$ cat config.mk
export PLATFORM = sky130hd
export DESIGN_NAME = bus_mem_pipeline_bridge
export DESIGN_NICKNAME = d
export VERILOG_FILES = /design/src/rtl/bus_mem_pipeline_bridge.sv
export SDC_FILE = /design/constraint.sdc
export NUM_CORES = 1
export LEC_CHECK = 0
export CAP_MARGIN = 20
export CORE_MARGIN = 2
export CORE_UTILIZATION = 58
export CTS_CLUSTER_SIZE = 14
export DETAILED_ROUTE_END_ITERATION = 16
export PLACE_DENSITY_LB_ADDON = 0.12
export SLEW_MARGIN = 20
export SYNTH_ARGS = -nofsm -noshare
export SYNTH_HDL_FRONTEND = slang
export SYNTH_SLANG_ARGS = --single-unit
$ cat constraint.sdc
create_clock -name i_clock -period 17.2 [get_ports i_clock]
set_input_delay 2.58 -clock i_clock [delete_from_list [all_inputs] [get_ports i_clock]]
set_output_delay 2.58 -clock i_clock [all_outputs]
set_load 0.01 [all_outputs]
$ cat src/rtl/bus_mem_pipeline_bridge.sv
// Bus-to-memory command bridge: FIFO-decoupled command path, credit-bounded read returns (optional stats: BUS_MEM_BRIDGE_STATS_EN).
// Latency: bus accept at N -> memory request at N+1; read data returned 1 cycle after the memory strobe.
// Backpressure: o_bus_wait_request on command FIFO full or read-beat credit shortfall; read returns are never stalled.

module bus_mem_fifo #(
   parameter int WIDTH      = 8,
   parameter int DEPTH_LOG2 = 2
) (
   input  logic             clk,
   input  logic             rst,
   input  logic             push,
   input  logic [WIDTH-1:0] push_dat,
   input  logic             pop,
   output logic [WIDTH-1:0] head_dat,
   output logic             full,
   output logic             empty
);
   localparam int DEPTH = 1 << DEPTH_LOG2;

   logic [WIDTH-1:0]    mem [DEPTH];
   logic [DEPTH_LOG2:0] wr_ptr;
   logic [DEPTH_LOG2:0] rd_ptr;

   // Extra pointer MSB separates full from empty when the index bits match.
   assign empty    = (wr_ptr == rd_ptr);
   assign full     = (wr_ptr[DEPTH_LOG2] != rd_ptr[DEPTH_LOG2]) &&
                     (wr_ptr[DEPTH_LOG2-1:0] == rd_ptr[DEPTH_LOG2-1:0]);
   assign head_dat = mem[rd_ptr[DEPTH_LOG2-1:0]];

   always_ff @(posedge clk or posedge rst) begin
      if (rst) begin
         wr_ptr <= '0;
         rd_ptr <= '0;
      end else begin
         if (push && !full)
            wr_ptr <= wr_ptr + 1'b1;
         if (pop && !empty)
            rd_ptr <= rd_ptr + 1'b1;
      end
   end

   always_ff @(posedge clk) begin
      if (push && !full)
         mem[wr_ptr[DEPTH_LOG2-1:0]] <= push_dat;
   end
endmodule

module bus_mem_pipeline_bridge #(
   parameter int ADDR_WIDTH        = 32,
   parameter int DATA_WIDTH        = 64,
   parameter int BE_WIDTH          = DATA_WIDTH / 8,
   parameter int BURST_WIDTH       = 8,
   parameter int CMD_DEPTH_LOG2    = 2,
   parameter int MAX_PENDING_BEATS = 16
) (
   input  logic                   i_clock,
   input  logic                   i_reset,
   input  logic [ADDR_WIDTH-1:0]  i_bus_address,
   input  logic [BE_WIDTH-1:0]    i_bus_be,
   input  logic                   i_bus_read_req,
   input  logic                   i_bus_write_req,
   input  logic [DATA_WIDTH-1:0]  i_bus_write_data,
   input  logic [BURST_WIDTH-1:0] i_bus_burst_count,
   input  logic                   i_bus_burst_begin,
   output logic                   o_bus_wait_request,
   output logic [DATA_WIDTH-1:0]  o_bus_read_data,
   output logic                   o_bus_read_data_valid,
   output logic [ADDR_WIDTH-1:0]  o_mem_address,
   output logic [BE_WIDTH-1:0]    o_mem_be,
   output logic [DATA_WIDTH-1:0]  o_mem_write_data,
   output logic [BURST_WIDTH-1:0] o_mem_burst_count,
   output logic                   o_mem_burst_begin,
   output logic                   o_mem_read_req,
   output logic                   o_mem_write_req,
   input  logic                   i_mem_wait_request,
   input  logic [DATA_WIDTH-1:0]  i_mem_read_data,
   input  logic                   i_mem_read_data_valid,
`ifdef BUS_MEM_BRIDGE_STATS_EN
   output logic [31:0]            o_stat_cmd_count,
   output logic [31:0]            o_stat_stall_count,
`endif
   output logic                   o_err_unexpected_rdata
);
   typedef struct packed {
      logic [ADDR_WIDTH-1:0]  addr;
      logic [BE_WIDTH-1:0]    be;
      logic                   rd;
      logic                   wr;
      logic [DATA_WIDTH-1:0]  wdata;
      logic [BURST_WIDTH-1:0] bcount;
      logic                   bbegin;
   } cmd_t;

   localparam int CMD_W  = $bits(cmd_t);
   localparam int PEND_W = $clog2(MAX_PENDING_BEATS + 1);
   localparam int SUM_W  = ((PEND_W > BURST_WIDTH) ? PEND_W : BURST_WIDTH) + 1;

   logic [PEND_W-1:0]      pending;
   logic [BURST_WIDTH-1:0] bcount_eff;
   logic [SUM_W-1:0]       need_beats;
   logic [SUM_W-1:0]       pend_inc;
   logic [SUM_W-1:0]       pend_nxt;
   logic                   rd_only;
   logic                   credit_short;
   logic                   bus_accept;
   logic                   fifo_full;
   logic                   fifo_empty;
   logic                   mem_pop;
   cmd_t                   push_cmd;
   cmd_t                   head_cmd;
   cmd_t                   hold_cmd;
   cmd_t                   mem_cmd;
   logic [CMD_W-1:0]       head_raw;

   // A simultaneous read+write is carried as a write only.
   assign rd_only      = i_bus_read_req && !i_bus_write_req;
   assign bcount_eff   = (i_bus_burst_count == '0) ? BURST_WIDTH'(1) : i_bus_burst_count;
   assign need_beats   = SUM_W'(pending) + SUM_W'(bcount_eff);
   assign credit_short = rd_only && (need_beats > SUM_W'(MAX_PENDING_BEATS));

   assign o_bus_wait_request = fifo_full || credit_short;
   assign bus_accept         = (i_bus_read_req || i_bus_write_req) && !o_bus_wait_request;

   always_comb begin
      push_cmd        = '0;
      push_cmd.addr   = i_bus_address;
      push_cmd.be     = i_bus_be;
      push_cmd.rd     = rd_only;
      push_cmd.wr     = i_bus_write_req;
      push_cmd.wdata  = i_bus_write_data;
      push_cmd.bcount = i_bus_burst_count;
      push_cmd.bbegin = i_bus_burst_begin;
   end

   bus_mem_fifo #(
      .WIDTH      (CMD_W),
      .DEPTH_LOG2 (CMD_DEPTH_LOG2)
   ) u_cmd_fifo (
      .clk      (i_clock),
      .rst      (i_reset),
      .push     (bus_accept),
      .push_dat (push_cmd),
      .pop      (mem_pop),
      .head_dat (head_raw),
      .full     (fifo_full),
      .empty    (fifo_empty)
   );

   assign head_cmd = cmd_t'(head_raw);
   // When the FIFO drains the memory fields keep showing the last issued command.
   assign mem_cmd  = fifo_empty ? hold_cmd : head_cmd;

   assign o_mem_address     = mem_cmd.addr;
   assign o_mem_be          = mem_cmd.be;
   assign o_mem_write_data  = mem_cmd.wdata;
   assign o_mem_burst_count = mem_cmd.bcount;
   assign o_mem_burst_begin = mem_cmd.bbegin;
   assign o_mem_read_req    = !fifo_empty && head_cmd.rd;
   assign o_mem_write_req   = !fifo_empty && head_cmd.wr;
   assign mem_pop           = (o_mem_read_req || o_mem_write_req) && !i_mem_wait_request;

   always_ff @(posedge i_clock or posedge i_reset) begin
      if (i_reset)
         hold_cmd <= '0;
      else if (mem_pop)
         hold_cmd <= head_cmd;
   end

   // Credits: whole burst reserved at accept, released one beat per bus return.
   always_comb begin
      pend_inc = (bus_accept && rd_only) ? SUM_W'(bcount_eff) : '0;
      pend_nxt = SUM_W'(pending) + pend_inc;
      if (o_bus_read_data_valid && (pending != '0))
         pend_nxt = pend_nxt - SUM_W'(1);
   end

   always_ff @(posedge i_clock or posedge i_reset) begin
      if (i_reset) begin
         pending                <= '0;
         o_bus_read_data        <= '0;
         o_bus_read_data_valid  <= 1'b0;
         o_err_unexpected_rdata <= 1'b0;
      end else begin
         pending               <= pend_nxt[PEND_W-1:0];
         o_bus_read_data       <= i_mem_read_data;
         o_bus_read_data_valid <= i_mem_read_data_valid;
         if (o_bus_read_data_valid && (pending == '0))
            o_err_unexpected_rdata <= 1'b1;
      end
   end

`ifdef BUS_MEM_BRIDGE_STATS_EN
   always_ff @(posedge i_clock or posedge i_reset) begin
      if (i_reset) begin
         o_stat_cmd_count   <= '0;
         o_stat_stall_count <= '0;
      end else begin
         if (mem_pop && (o_stat_cmd_count != 32'hFFFF_FFFF))
            o_stat_cmd_count <= o_stat_cmd_count + 32'd1;
         if ((i_bus_read_req || i_bus_write_req) && o_bus_wait_request &&
             (o_stat_stall_count != 32'hFFFF_FFFF))
            o_stat_stall_count <= o_stat_stall_count + 32'd1;
      end
   end
`endif
endmodule

==> out/metrics.cfg <==
[status]
status=finished, final reports clean

[place]
gp_congestion=0.863
dp.final_hpwl_um=29600
portBuffers=364

[global_routing]
grt_pass1_wl_um=77900
antenna_found_initial=4
first_global_vias=13249
grt_usage_pct=23.6
overflow=0
grt_max_degree=81

[timing]
setup_viol=0
period_share_pct=49.1
final-hold-violation-count=0
slew_headroom_pct=28.8
fmax_ghz=0.118
tightest_slew_ns=1.07
rsz0062_at_grt=no
slew_violations=0
skew_ns=0.0155
layout_min_cycle_time_ns=8.45
timing.setup.tns_ns=0

[power_and_ir_drop]
p_seq_share_pct=36.7
p_int_mw=4.47
clkPwrFrac_pct=23.0
leakagePower_nw=11.2
p_comb_share_pct=40.3
powerDensity_nw_per_um2=202
peakVddDrop_uv=172
p_total_mw=6.35
p_sw_share_pct=29.7
p_sw_mw=1.89

[critical_path]
r2r_end=hold_cmd[62]
cp_max_fo=7
start_kind=input port
rrSetupSlack_ns=12.36
r2r_cells=7
path_cells=clkdlybuf4s50_1, nor4_1, a41o_1, ha_1, inv_1, fa_1, xnor2_1, nor4bb_1, mux2i_1, a21oi_1, o31ai_1, clkdlybuf4s50_1
critPathMaxStageDelay_ns=0.55
r2r_start=u_cmd_fifo.rd_ptr[1]
crit_top_cell=clkdlybuf4s50_1
path_class=input port to output pin
cp.required_ns=14.62
crit_path_end_kind=output pin
slowest_stage=clkdlybuf4s50_1
worstPathArrival_ns=5.87

[synth]
synth-edff-count=460
ys_top_cells_by_area=edfxtp_1 55%, dfrtp_1 19%, mux4_2 10%
synthFlopType=edfxtp_1
ys_seq_area_share_pct=74.6
synth_area_per_cell_um2=21.7
synth_top_area_share_pct=55.5
ys_warn_count=0
synth.distinct_cells=40
netlist_area_um2=24900
async_flop_share_pct=29.2
syn_inst=1147
syn-num-nets=1347
ys_ff_latch=650
synth_top_cell_by_area=edfxtp_1

[cts]
htree_num_levels=3
cts_buffers=66
cts_tree=done
clk_latency_ns=0.59
hold_buffers=0
post_cts_buffers=0
root_buffer=clkbuf_16
numClockSinks=650
clkSlewWorstSetupHoldPaths_ns=0.06
clock_path_buffers=3
cts.repair.resized=0

[cells_and_area]
layout_common_cells=460 x edfxtp_1, 364 x clkdlybuf4s50_1, 188 x mux2_2, 188 x dfrtp_1, 115 x mux4_2
final_common_cell=edfxtp_1
fin_util_pct=74.5
nets=1742
layout-drive-gt1-share_pct=29.1
syn_to_final_growth_pct=26.1
num-fill-cells=2445

[die]
core_um2=42100
fp-row-count=75
die_y_um=211
initial_utilization_pct=59.1
chipWidth_um=211
ioPinCount=365
die_area_um2=44600

[hold_path]
hold_start=o_err_unexpected_rdata
min_path_type=flop to flop
holdPathStages=1
holdPathEnd=o_err_unexpected_rdata

[drt]
ant_nets=0
viasPerCell=5.73
dr.pass1.iters=5
wl_per_cell_um=23.9
drt_iter0_markers=890
routed_wl_um=51000
drc=0
via_count=12266

[job]
cap_violations=0

-- power groups by stage --
stage          clock, mW  combinational [mW]  sequential [mW]
4_1_cts             1.49                2.60             2.34
2_1_floorplan          0                1.60             2.30
5_1_grt             1.55                2.73             2.38
3_3_place_gp           0                2.55             2.33
3_5_place_dp           0                2.58             2.36
6_report            1.46                2.56             2.33
-- metrics by stage --
| stage | hold slack [ns] | worst slack [ns] | cells | area (um^2) |
|---|---|---|---|---|
| floorplan | 0.465 | 7.22 | 1147 | 24900 |
| global placement | 0.444 | 8.94 | 2013 | 29100 |
| detailed placement | 0.450 | 8.86 | 2013 | 29100 |
| CTS | 0.468 | 8.84 | 2135 | 31400 |
| global route | 0.486 | 8.56 | 2136 | 31400 |
| finish | 0.462 | 8.75 | 2139 | 31400 |
-- routing by layer --
layer,wire length [um],GRT usage (%)
met1,20800,31.7
met3,2790,4.56
met5,17,0
met4,1190,7.80
met2,26200,39.5
-- sequential cells by signal, summed over array words and instances, names as in the netlist --
signal                  count
hold_cmd                  113
o_bus_read_data            64
o_bus_read_data_valid       1
o_err_unexpected_rdata      1
pending                     5
u_cmd_fifo.mem            460
u_cmd_fifo.rd_ptr           3
u_cmd_fifo.wr_ptr           3
-- critical path, delay by kind of cell --
family,cells,cell delay (ns)
buffers and inverters,3,1.10
XOR/XNOR,1,0.17
multiplexers,1,0.14
adder cells (fa/ha/maj),2,0.60
AND/OR/NAND/NOR,2,0.70
AO/OA/AOI/OAI,3,0.58
-- cell usage after synthesis (2+ instances only) --
| cell type | instances |
|---|---|
| ha_1 | 15 |
| buf_1 | 6 |
| xor2_1 | 4 |
| buf_6 | 5 |
| mux2_4 | 40 |
| fa_1 | 2 |
| mux4_2 | 115 |
| dfrtp_1 | 190 |
| nand4_1 | 3 |
| nor2b_1 | 4 |
| nand2_1 | 3 |
| inv_1 | 15 |
| edfxtp_1 | 460 |
| a21oi_1 | 5 |
| xnor2_1 | 12 |
| nor2_1 | 10 |
| buf_2 | 26 |
| a21o_1 | 4 |
| o21ai_0 | 2 |
| nand3_1 | 2 |
| and2_1 | 2 |
| clkbuf_1 | 15 |
| o21ai_1 | 2 |
| mux2i_1 | 2 |
| mux2_2 | 188 |
-- worst max-delay path by stage --
stage / start / endpoint / cells after the start / slack [ns]
6_report: i_bus_burst_count[5] / o_bus_wait_request / 12 / 8.75
5_1_grt: i_bus_burst_count[4] / o_bus_wait_request / 12 / 8.56
4_1_cts: i_bus_burst_count[5] / o_bus_wait_request / 12 / 8.84
3_5_place_dp: i_bus_burst_count[5] / o_bus_wait_request / 12 / 8.86
3_3_place_gp: i_bus_burst_count[4] / o_bus_wait_request / 12 / 8.94
2_1_floorplan: i_bus_burst_count[4] / u_cmd_fifo.mem[0][0] / 11 / 7.22
-- cell families (layout without fill, tap and decap cells) --
group	after synthesis	after routing	share of synthesized area [%]
AND/OR/NAND/NOR	32	32	0.714
AO/OA/AOI/OAI	20	20	0.538
multiplexers	345	345	21.4
buffers and inverters	67	516	1.29
adder cells (fa/ha/maj)	17	17	0.915
flip-flops	650	650	74.6
XOR/XNOR	16	16	0.563
other	0	4	0
-- cell type report --
class | count | area, um^2 | area share [%]
Multi-Input combinational cell | 430 | 6050 | 19.3
Tap cell | 539 | 674 | 2.15
Clock buffer | 107 | 2130 | 6.77
Clock inverter | 15 | 146 | 0.466
Antenna cell | 4 | 10.0 | 0.0319
Sequential cell | 650 | 18600 | 59.2
Inverter | 15 | 66.3 | 0.211
Timing Repair Buffer | 379 | 3760 | 12.0
(Power assumes the default switching activity.)
